===== src/rtl/reg_file_wb_if.sv =====
// rtl/reg_file_wb_if.sv - operand/result/write-back bus between ALU, control unit and reg_file_wb
interface reg_file_wb_if #(
  parameter int DATA_W = 8,
  parameter int ADDR_W = 3
);
  logic [DATA_W-1:0] IN;
  logic [ADDR_W-1:0] INADDRESS;
  logic              WRITE;
  logic [ADDR_W-1:0] OUT1ADDRESS;
  logic [ADDR_W-1:0] OUT2ADDRESS;
  logic              BUSYWAIT;
  logic [DATA_W-1:0] OUT1;
  logic [DATA_W-1:0] OUT2;
  logic              STALL;
  logic              PENDING;

  modport master (
    output IN, INADDRESS, WRITE, OUT1ADDRESS, OUT2ADDRESS, BUSYWAIT,
    input  OUT1, OUT2, STALL, PENDING
  );

  modport slave (
    input  IN, INADDRESS, WRITE, OUT1ADDRESS, OUT2ADDRESS, BUSYWAIT,
    output OUT1, OUT2, STALL, PENDING
  );
endinterface


===== src/rtl/reg_file_wb.sv =====
// rtl/reg_file_wb.sv - 8x8 register file with one-entry write-back buffer held off by BUSYWAIT
// Optional read bypass of the buffered write: define REG_FILE_BYPASS_EN.
module reg_file_wb #(
  parameter int DATA_W = 8,
  parameter int ADDR_W = 3
) (
  input  logic          CLK,
  input  logic          RESET_N,
  reg_file_wb_if.slave  bus
);
  localparam int DEPTH = 1 << ADDR_W;

  typedef enum logic {EMPTY = 1'b0, HELD = 1'b1} state_e;

  state_e            state_q;
  logic [ADDR_W-1:0] wb_addr_q;
  logic [DATA_W-1:0] wb_data_q;
  logic [DATA_W-1:0] regs_q [DEPTH];

  logic wb_valid;
  logic commit;
  logic hazard;
  logic stall;
  logic load;

  assign wb_valid = (state_q == HELD);
  assign commit   = wb_valid & ~bus.BUSYWAIT;

`ifdef REG_FILE_BYPASS_EN
  assign hazard   = 1'b0;
  assign bus.OUT1 = (wb_valid && (wb_addr_q == bus.OUT1ADDRESS)) ? wb_data_q
                                                                 : regs_q[bus.OUT1ADDRESS];
  assign bus.OUT2 = (wb_valid && (wb_addr_q == bus.OUT2ADDRESS)) ? wb_data_q
                                                                 : regs_q[bus.OUT2ADDRESS];
`else
  // Without forwarding, reading the buffered address would return stale data.
  assign hazard   = wb_valid & ((wb_addr_q == bus.OUT1ADDRESS) |
                                (wb_addr_q == bus.OUT2ADDRESS));
  assign bus.OUT1 = regs_q[bus.OUT1ADDRESS];
  assign bus.OUT2 = regs_q[bus.OUT2ADDRESS];
`endif

  assign stall       = (wb_valid & bus.BUSYWAIT) | hazard;
  assign load        = bus.WRITE & ~stall;
  assign bus.STALL   = stall;
  assign bus.PENDING = wb_valid;

  always_ff @(posedge CLK or negedge RESET_N) begin
    if (!RESET_N) begin
      state_q   <= EMPTY;
      wb_addr_q <= '0;
      wb_data_q <= '0;
      for (int i = 0; i < DEPTH; i++) begin
        regs_q[i] <= '0;
      end
    end else begin
      if (commit) begin
        regs_q[wb_addr_q] <= wb_data_q;
      end
      case (state_q)
        EMPTY: begin
          if (load) begin
            state_q   <= HELD;
            wb_addr_q <= bus.INADDRESS;
            wb_data_q <= bus.IN;
          end
        end
        HELD: begin
          // A load here implies the old entry commits this same edge.
          if (load) begin
            wb_addr_q <= bus.INADDRESS;
            wb_data_q <= bus.IN;
          end else if (commit) begin
            state_q <= EMPTY;
          end
        end
      endcase
    end
  end
endmodule


===== src/flat_wrapper.sv =====
// flat-port wrapper written by rule: the top's interface ports become plain ports
module reg_file_wb_flat 
#(
  parameter int DATA_W = 8,
  parameter int ADDR_W = 3
)
  (CLK, RESET_N, bus_IN, bus_INADDRESS, bus_WRITE, bus_OUT1ADDRESS, bus_OUT2ADDRESS, bus_BUSYWAIT, bus_OUT1, bus_OUT2, bus_STALL, bus_PENDING);
  reg_file_wb_if #(.DATA_W(DATA_W), .ADDR_W(ADDR_W)) bus_i ();
  input  logic CLK;
  input  logic RESET_N;
  input wire logic [$bits(bus_i.IN)-1:0] bus_IN;
  input wire logic [$bits(bus_i.INADDRESS)-1:0] bus_INADDRESS;
  input wire logic [$bits(bus_i.WRITE)-1:0] bus_WRITE;
  input wire logic [$bits(bus_i.OUT1ADDRESS)-1:0] bus_OUT1ADDRESS;
  input wire logic [$bits(bus_i.OUT2ADDRESS)-1:0] bus_OUT2ADDRESS;
  input wire logic [$bits(bus_i.BUSYWAIT)-1:0] bus_BUSYWAIT;
  output wire logic [$bits(bus_i.OUT1)-1:0] bus_OUT1;
  output wire logic [$bits(bus_i.OUT2)-1:0] bus_OUT2;
  output wire logic [$bits(bus_i.STALL)-1:0] bus_STALL;
  output wire logic [$bits(bus_i.PENDING)-1:0] bus_PENDING;
  assign bus_i.IN = bus_IN;
  assign bus_i.INADDRESS = bus_INADDRESS;
  assign bus_i.WRITE = bus_WRITE;
  assign bus_i.OUT1ADDRESS = bus_OUT1ADDRESS;
  assign bus_i.OUT2ADDRESS = bus_OUT2ADDRESS;
  assign bus_i.BUSYWAIT = bus_BUSYWAIT;
  assign bus_OUT1 = bus_i.OUT1;
  assign bus_OUT2 = bus_i.OUT2;
  assign bus_STALL = bus_i.STALL;
  assign bus_PENDING = bus_i.PENDING;
  reg_file_wb #(.DATA_W(DATA_W), .ADDR_W(ADDR_W)) u_core (.CLK(CLK), .RESET_N(RESET_N), .bus(bus_i));
endmodule

===== config.mk =====
export PLATFORM = sky130hd
export DESIGN_NAME = reg_file_wb_flat
export DESIGN_NICKNAME = d
export VERILOG_FILES = /design/src/rtl/reg_file_wb_if.sv /design/src/rtl/reg_file_wb.sv /design/src/flat_wrapper.sv
export SDC_FILE = /design/constraint.sdc
export NUM_CORES = 1
export LEC_CHECK = 0
export BUFFER_PORTS_ARGS = -buffer_cell sky130_fd_sc_hd__buf_2
export CAP_MARGIN = 10
export CORE_ASPECT_RATIO = 1.1
export CORE_MARGIN = 2
export CORE_UTILIZATION = 64
export DETAILED_ROUTE_END_ITERATION = 8
export HOLD_SLACK_MARGIN = 0.15
export PLACE_DENSITY = 0.85
export SLEW_MARGIN = 15
export SYNTH_ARGS = -nofsm -noshare
export SYNTH_HDL_FRONTEND = slang
export SYNTH_SLANG_ARGS = --single-unit

===== constraint.sdc =====
create_clock -name CLK -period 2.55 [get_ports CLK]
set_input_delay 0.255 -clock CLK [delete_from_list [all_inputs] [get_ports CLK]]
set_output_delay 0.255 -clock CLK [all_outputs]
set_load 0.01 [all_outputs]

==> summary.md <==
| Metric | Value |
|---|---|
| Status | `finished, final reports clean` |
| Max-slew violation count | `0` |
| P_leak | `2.17 nW` |
| Final worst path period share | `0.770` |
| CP Cell Sequence | `xnor2_1 > and3_1 > o31a_1 > buf_2` |
| Non-Filler Instances | `428` |
| Die Span X | `82.6 µm` |
| Critical-path top delay cell | `dfrtp_1` |
| Net Count, Synth | `340` |
| DP Cell Count | `411` |
| DR vias | `2881` |
| Total GRT Usage | `0.276` |
| Family with the most delay on the worst path | `flip-flops` |
| Detailed Place HPWL | `6.07 mm` |
| CP peak stage delay | `620 ps` |
| Commonest non-fill, non-tap cells in the layout | `76 x dfrtp_1, 70 x mux2_2, 38 x buf_2` |
| F_max | `509 MHz` |
| Final Hold Vio Count | `0` |
| GP Congestion | `0.754` |
| Pre-CTS setup slack | `617 ps` |
| Critical path type | `reg2out` |
| Setup-failing EPs final | `0` |
| Critical path peak fanout | `11` |
| Synth Flop Type | `dfrtp_1` |
| Setup TNS | `0 ps` |
| Clock power frac | `0.219` |
| Routed Antenna Nets | `0` |
| Gr ovfl total | `0` |
| Layout cells sized above 1 | `0.509` |
| Layout Nets | `362` |
| VDD IR-drop max | `580 µV` |
| # fillers | `433` |
| Drt first-iter violations | `292` |
| Area after DPL | `0.00454 mm²` |
| Switching part of the total | `0.335` |
| Seq. cell area | `0.00190 mm²` |
| Vias in the first global route | `2861` |
| Switching pwr | `0.00174 W` |
| Final wirelength | `9.21 mm` |
| Rows | `31` |
| # IOs | `39` |
| Combinational power share | `0.351` |
| CTS max path bufs | `2` |
| First-pass GRT wire length | `15.1 mm` |
| Syn Inst Count | `319` |
| Root buffer cell | `clkbuf_8` |
| Pwr Density | `1080 mW/mm²` |
| Commonest non-fill, non-tap cell in the layout | `dfrtp_1` |
| Latest clock arrival within the worst-skew pair | `350 ps` |
| Post-CTS Resized | `0` |
| Synth async-reset ratio | `1.00` |
| Warnings from Yosys | `0` |
| Clk pin slew, worst setup/hold paths | `70 ps` |
| Worst path buffer plus inverter count | `1` |
| Startpoint Class | `flip-flop` |
| Worst-margin pin slew | `779 ps` |
| Number of enable flip-flop cells after synthesis | `0` |
| Synthesized area per cell | `13.6 µm²` |
| Multi-input combinational cell area | `0.00227 mm²` |
| Clock buffer count from CTS | `9` |
| Cell internal pwr | `0.00345 W` |
| Post-DR vias/cell | `6.73` |
| DRC | `0` |
| Final Cell Area | `0.00480 mm²` |
| Tmin final | `1960 ps` |
| First-pass DRT Iterations | `4` |
| Number of synthesized register bits | `76` |
| Final hold slack | `174 ps` |
| Synthesis-to-layout area growth | `10.5%` |
| Core Region | `0.00659 mm²` |
| Worst EP arrival | `1710 ps` |
| Seq pwr share | `0.430` |
| Ant diodes | `0` |
| Max-slew headroom | `0.480` |
| Netlist cell types | `30` |
| Die area | `0.00746 mm²` |
| Port Buf Inserts | `38` |
| Post-CTS setup buffers | `0` |
| Post-Syn Area | `0.00434 mm²` |
| Clock Sinks | `76` |
| WL per Instance | `21.5 µm` |
| Max_cap viols | `0` |
| Starting density of the core | `0.659` |
| CP Data Required Time | `2300 ps` |
| Largest net degree at the start of global routing | `38` |
| Crit end category | `output pin` |
| Post-CTS Hold Buffers | `1` |
| Fin Clk Skew | `8.59 ps` |
| Sequential fraction of the synthesis area | `0.438` |
| CTS tree | `done` |
| Final setup margin | `586 ps` |
| Initial antenna violation count | `0` |
| Worst Hold Class | `in2reg` |
| RSZ-0062 raised after global routing | `no` |
| Die height | `90.4 µm` |
| H-tree Lvls | `3` |
## cells by family (layout without fill, tap and decap cells)
family	count (synthesis)	in the layout	synth area share
flip-flops	76	76	0.438
AO/OA/AOI/OAI	15	15	0.0291
AND/OR/NAND/NOR	75	75	0.106
multiplexers	112	112	0.373
XOR/XNOR	6	6	0.0138
buffers and inverters	35	62	0.0400
## layout make-up
cell class                 instances  area share
timing repair buffer              46      0.0579
clock inverter                     6      0.0232
clock buffer                      10      0.0287
tap                               82      0.0214
sequential                        76       0.396
multi-input combinational        208       0.473
## power by group through the flow
stage | clock network (W) | logic (W) | registers (W)
final | 0.00114 | 0.00182 | 0.00223
after global routing | 0.00121 | 0.00199 | 0.00231
after CTS | 0.00115 | 0.00183 | 0.00222
after detailed placement | 0 | 0.00182 | 0.00224
after global placement | 0 | 0.00176 | 0.00219
after floorplan | 0 | 0.00167 | 0.00191
## synthesized netlist by cell type (2+ instances only)
cell / instances / area, µm²
a22o_1: 12 / 105
and3_1: 2 / 12.5
buf_1: 8 / 30.0
buf_2: 15 / 75.1
buf_6: 3 / 33.8
clkbuf_1: 8 / 30.0
dfrtp_1: 76 / 1900
mux2_1: 10 / 113
mux2_2: 70 / 788
mux4_2: 32 / 721
nand2_1: 26 / 97.6
nand2b_1: 2 / 12.5
nand3_1: 4 / 20.0
nand3_2: 8 / 80.1
nand3b_1: 3 / 22.5
nand4_1: 22 / 138
nor3b_4: 2 / 37.5
xnor2_1: 3 / 26.3
xor2_1: 2 / 17.5
## per-stage QoR
stage / util / power [W]
finish: 0.728 / 0.00519
global route: 0.728 / 0.00551
CTS: 0.728 / 0.00521
detailed placement: 0.689 / 0.00406
global placement: 0.689 / 0.00395
floorplan: - / 0.00358
## final timing paths
kind,slack (ps),depth (start not counted),endpoint,from
setup / recovery,590,4,bus_STALL,u_core.wb_addr_q[1]
hold / removal,170,3,u_core.wb_addr_q[0],bus_INADDRESS[0]
setup reg to reg,630,3,u_core.regs_q[11],u_core.bus.PENDING
hold reg to reg,520,1,u_core.regs_q[13],u_core.regs_q[13]
max in group asynchronous,1330,3,u_core.regs_q[43],RESET_N
min in group asynchronous,380,2,u_core.regs_q[17],RESET_N
## tightest hold or removal path: cells and delay by family
kind                   cells  cell delay (ps)
buffers and inverters      1               90
AND/OR/NAND/NOR            2              140
## sequential cells by signal (all words and copies together) (netlist names)
name	cells
u_core.regs_q	64
u_core.wb_data_q	8
u_core.wb_addr_q	3
u_core.bus.PENDING	1
## routing by layer
metal | track usage | part of all wire
met1 | 0.403 | 0.43
met2 | 0.414 | 0.49
met3 | 0.0510 | 0.054
met5 | 0 | 0
met4 | 0.102 | 0.018
(Power assumes the default switching activity.)
